## config.mk

```make
export PLATFORM = sky130hd
export DESIGN_NAME = intr_vec_fetch
export DESIGN_NICKNAME = d
export VERILOG_FILES = /design/src/rtl/intr_vec_fetch.sv
export SDC_FILE = /design/constraint.sdc
export NUM_CORES = 1
export LEC_CHECK = 0
export ABC_AREA = 1
export CAP_MARGIN = 20
export CORE_MARGIN = 10
export CORE_UTILIZATION = 40
export DETAILED_ROUTE_END_ITERATION = 12
export GPL_ROUTABILITY_DRIVEN = 0
export HOLD_SLACK_MARGIN = 0.05
export PLACE_DENSITY = 0.91
export SYNTH_ARGS = -nofsm -noshare
export SYNTH_HDL_FRONTEND = slang
export SYNTH_SLANG_ARGS = --single-unit
```

## constraint.sdc

```tcl
create_clock -name clk -period 2 [get_ports clk]
set_input_delay 0.3 -clock clk [delete_from_list [all_inputs] [get_ports clk]]
set_output_delay 0.3 -clock clk [all_outputs]
set_load 0.1 [all_outputs]
```

## src/rtl/intr_vec_fetch.sv

```systemverilog
// Vectored interrupt controller: prioritises four level interrupt lines, handshakes with the CPU,
// and fetches the handler address from a 4-entry table in data memory. Optional mask: IVF_MASK_EN.
module intr_vec_fetch #(
  parameter logic [31:0] VEC_BASE = 32'h00000020
) (
  input  logic        clk,
  input  logic        clrn,
  input  logic [3:0]  irq,
  input  logic        ie,
  output logic        intr_req,
  input  logic        intr_ack,
  input  logic        eret,
  output logic [31:0] vec_pc,
  output logic        vec_valid,
  output logic [1:0]  cause,
  output logic        mem_req,
  input  logic        mem_gnt,
  output logic [31:0] mem_addr,
  output logic        mem_we,
  input  logic [31:0] mem_din
`ifdef IVF_MASK_EN
  ,
  input  logic        mask_we,
  input  logic [3:0]  mask_wdata
`endif
);

  typedef enum logic [2:0] {
    IDLE = 3'd0,
    REQ  = 3'd1,
    ADDR = 3'd2,
    WAIT = 3'd3,
    CAPT = 3'd4,
    SERV = 3'd5
  } state_t;

  state_t      state;
  state_t      state_nx;
  logic [3:0]  eff_irq;
  logic [1:0]  pick_idx;
  logic        take_irq;

`ifdef IVF_MASK_EN
  logic [3:0]  mask;

  always_ff @(posedge clk or negedge clrn) begin
    if (!clrn) begin
      mask <= 4'hF;
    end else if (mask_we) begin
      mask <= mask_wdata;
    end
  end

  assign eff_irq = irq & mask;
`else
  assign eff_irq = irq;
`endif

  // Lowest-index asserted line wins; scanning downwards leaves the lowest set bit.
  always_comb begin
    pick_idx = 2'd0;
    for (int i = 3; i >= 0; i--) begin
      if (eff_irq[i]) begin
        pick_idx = 2'(i);
      end
    end
  end

  assign take_irq = ie && (eff_irq != 4'd0);

  always_ff @(posedge clk or negedge clrn) begin
    if (!clrn) begin
      state <= IDLE;
    end else begin
      state <= state_nx;
    end
  end

  always_comb begin
    state_nx = state;
    unique case (state)
      IDLE: if (take_irq) state_nx = REQ;
      REQ:  if (intr_ack) state_nx = ADDR;
      ADDR: if (mem_gnt)  state_nx = WAIT;
      WAIT: state_nx = CAPT;
      CAPT: state_nx = SERV;
      SERV: if (eret)     state_nx = IDLE;
      default: state_nx = IDLE;
    endcase
  end

  always_comb begin
    intr_req = 1'b0;
    mem_req  = 1'b0;
    mem_addr = 32'd0;
    mem_we   = 1'b0;
    if (state == REQ) begin
      intr_req = 1'b1;
    end
    if (state == ADDR) begin
      mem_req  = 1'b1;
      mem_addr = VEC_BASE + {28'd0, cause, 2'b00};
    end
  end

  // cause is frozen at the IDLE->REQ decision so the fetch survives irq/ie dropping.
  always_ff @(posedge clk or negedge clrn) begin
    if (!clrn) begin
      cause <= 2'd0;
    end else if (state == IDLE && take_irq) begin
      cause <= pick_idx;
    end
  end

  // mem_din is the memory's registered output, stable by CAPT.
  always_ff @(posedge clk or negedge clrn) begin
    if (!clrn) begin
      vec_pc    <= 32'd0;
      vec_valid <= 1'b0;
    end else begin
      vec_valid <= (state == CAPT);
      if (state == CAPT) begin
        vec_pc <= mem_din;
      end
    end
  end

endmodule

```

* After elaboration in Yosys (flattened, before gate mapping)
Index checks and enable logic that the tools add are counted. W data, S select, Z words.
Cells by class: equality and inequality tests 9, reductions and logical operators 5, mux-type cells 12, $add $sub $neg 1
Operators with widths (number):
- $pmux W3 S6 | 1
- $mux W3 | 4
- $mux W2 | 4
- $ne A2 B2 Y1 const B | 4
- $add A6 B4 Y7 const A | 1
- $mux W7 | 1
- $eq A3 B2 Y1 const B | 2
- $eq A3 B3 Y1 const B | 2
- $reduce_and A4 Y1 | 1
- $reduce_bool A4 Y1 | 1
- $eq A3 B1 Y1 const B | 1
- $logic_not A3 Y1 | 1
- $logic_and A1 B1 Y1 | 2
- $mux W1 | 2
Storage, ports and cells: output and inout port bits 70, bits of input ports 42, register bits after elaboration 38

* Depth between registers and ports, before layout
depth in word-level cells 4, depth in mapped cells 6, gate-level depth less buffers 6

* Worst setup path before layout
No wires, ideal clock.
path type register to output, start register cause[0], end output mem_addr[2], required time 1.700 ns, stages on the path, launching flop included 3, buffers on the path 0, slack -0.622 ns, arrival 2.322 ns, cell sequence dfrtp_1 inv_1 nor2_1
On the way: word-level cells in the longest chain between the ends 2
RTL lines:
- start, declared | line 15 | output logic [1:0] cause,
- start signal, assigned | line 111 | cause <= pick_idx;
- $add A6 B4 Y7 | line 102 | mem_addr = VEC_BASE + {28'd0, cause, 2'b00};
- $mux W7 | line 100 | if (state == ADDR) begin
- end, declared | line 18 | output logic [31:0] mem_addr,
Every way passes these cells.

* Worst setup path in the final report
start register state[2], end output mem_addr[5]
On the way: word-level cells in the longest chain between the ends 2
RTL lines:
- start, declared | line 37 | state_t state;
- start signal, assigned | line 75 | state <= state_nx;
- $eq A3 B2 Y1 | line 100
- $mux W7 | line 100
Every way passes these cells.

==> run summary <==
Outcome
- result of the run: finished, final reports clean

Floorplan
- Std-Cell Core Area: 4410 sq um
- top-level I/O count: 112
- width of the die: 87.9 um
- Placement Rows: 24
- Die Outline Area: 7720 sq um
- vertical extent of the die: 87.9 um
- Initial Util: 41.7%

Timing
- Slew @ Worst Pin: 0.841 ns
- setup repair after global routing missed its margin: false
- final worst path period share: 86.4%
- Fin Clk Skew: 0.00696 ns
- setup slack after layout: 0.273 ns
- setup total negative slack: 0 ns
- final setup vio count: 0
- Max Slew Vio Count: 0
- FMAX: 579 MHz
- final critical path time including I/O delays and setup: 1.73 ns
- worst slew margin relative to its limit: 43.9%
- final hold violation count: 0

CTS
- post-CTS setup buffer count: 0
- Max Buffers Root-to-Sink: 2
- number of H-tree branching levels: 2
- hold bufs inserted after CTS: 0
- clock slew seen by the registers of the worst setup and hold paths: 0.07 ns
- library cell used as clock root buffer: sky130_fd_sc_hd__clkbuf_8
- CTS resizes: 0
- CTS tree: yes
- clock network latency to the later pin of the worst-skew pair: 0.28 ns
- clock net sink count: 38
- TritonCTS buffer count: 5

Route
- Initial DRT Pass Iterations: 4
- Via density: 4.26
- final WL: 4.79 mm
- remaining routing DRC violations: 0
- average wire per standard cell: 13.8 um
- total via count after detailed routing: 1481
- ANT nets after route: 0
- Starting DRT DRC Count: 35

Yosys
- synth cell count leaders: 96 x sky130_fd_sc_hd__nand2_1, 38 x sky130_fd_sc_hd__dfrtp_1, 31 x sky130_fd_sc_hd__buf_4, 10 x sky130_fd_sc_hd__inv_1, 10 x sky130_fd_sc_hd__nand2_2
- async set-reset flop share out of synthesis: 100%
- Cell variety after synth: 21
- synthesized area per cell: 8.53 sq um
- share of Yosys cell area claimed by the top area cell type: 51.6%
- biggest area contributors in the synthesized netlist: sky130_fd_sc_hd__dfrtp_1 52%, sky130_fd_sc_hd__nand2_1 20%, sky130_fd_sc_hd__buf_4 13%
- cell area after technology mapping: 1840 sq um
- post-synthesis cell count: 216
- share of synthesized area occupied by flip-flops and latches: 51.6%
- number of enable-type register cells in the synthesized netlist: 0
- cell taking the most area after synthesis: sky130_fd_sc_hd__dfrtp_1
- most repeated cell in the gate-level netlist after synthesis: sky130_fd_sc_hd__nand2_1
- number of warning messages in the yosys log: 0
- Most used DFF post-synth: sky130_fd_sc_hd__dfrtp_1
- number of register bits inferred by synthesis: 38

Global route
- first-pass GRT wire length: 7.65 mm
- maximum number of pins on one net before global-route repair: 39
- number of global-route vias before repair: 1572
- total routing usage reported by global routing: 12.1%
- number of antenna violations at the first check in global routing: 0
- Congestion Overflow GR: 0

Critical path
- arrival time at the worst endpoint: 1.43 ns
- Worst setup EP type: output pin
- kind of critical path: reg -> out
- required time at the worst-slack endpoint: 1.70 ns
- Max Fanout on Critical Path: 5
- type of origin of the critical path: flip-flop

Placement
- estimated wirelength of the detail-placed design: 3.82 mm
- total of buffers placed on input and output ports: 81
- Placed Cells: 341
- post-placement worst setup slack: 0.524 ns

Finish
- Total Nets Final: 338
- share of post-route cells with drive strength above 1: 21.6%
- utilization of the core after routing: 58.6%
- Area growth syn-to-layout: 40.4%
- n_diodes: 0
- non-filler instance count after layout: 348

Job
- number of violations of the max-capacitance limit: 0

Worst hold path
- worst hold path class: in -> async

-- state kept, by name, indices dropped and copies added, names as in the netlist --
name,count
vec_pc,32
vec_valid,1
cause,2
state,3
-- layout by cell type (no fill, tap or decap), drive strengths merged --
cell type,synthesis,layout
nor2,9,9
nand4,1,1
dfrtp,38,38
clkbuf,0,7
o21ai,4,4
buf,37,41
nand3,3,3
nand2,107,107
inv,12,12
conb,1,30
clkdlybuf4s50,0,40
o21bai,1,1
nand3b,3,3
-- stage by stage --
step	cell area [sq um]	hold slack (ns)
floorplan	1970	0.00441
finish	2580	0.123
global placement	2510	0.434
CTS	2580	0.144
detailed placement	2510	0.450
global route	2580	0.181
-- area by class of cell --
| cell class | instances | area, sq um |
|---|---|---|
| fillers | 392 | 1830 |
| flip-flops and latches | 38 | 951 |
| repair buffers | 81 | 768 |
| multi-input cells | 158 | 677 |
| clock buffers | 7 | 76.3 |
| well taps | 52 | 65.1 |
| inverters | 12 | 47.5 |
-- path summary, 6_finish.rpt --
check / from / end / slack (ns) / cells after the start
hold / removal: clrn / vec_pc[11] / 0.12 / 1
min in group clk: vec_pc[6] / vec_pc[6] / 0.48 / 2
setup reg to reg: state[0] / vec_pc[27] / 0.51 / 5
hold reg to reg: vec_pc[6] / vec_pc[6] / 0.48 / 2
max in group asynchronous: clrn / vec_pc[28] / 1.34 / 1
setup / recovery: state[2] / mem_addr[5] / 0.27 / 4
-- critical path: stages, from the launching register on --
cell and delay [ns]:
sky130_fd_sc_hd__dfrtp_1 0.43, sky130_fd_sc_hd__inv_2 0.11, sky130_fd_sc_hd__nand3_2 0.17, sky130_fd_sc_hd__inv_1 0.23, sky130_fd_sc_hd__buf_12 0.21
-- layer usage --
metal	vias to the layer above	global-route usage (%)	part of all wire [%]
met4	0	2.61	0.21
met1	669	12.4	36
met2	68	22.3	52
met5	-	0	0
met3	2	5.20	12
li1	742	-	-
-- cells by family (layout without fill, tap and decap cells) --
family                 count (synthesis)  in the layout  share of synthesized area (%)
AND/OR/NAND/NOR                      123            123                           28.3
AO/OA/AOI/OAI                          5              5                           1.49
buffers and inverters                 49            100                           18.3
other                                  1             30                          0.204
flip-flops                            38             38                           51.6
Power is not shown: default switching activity piles up to over one toggle a cycle in this logic, so the estimate is an artifact.
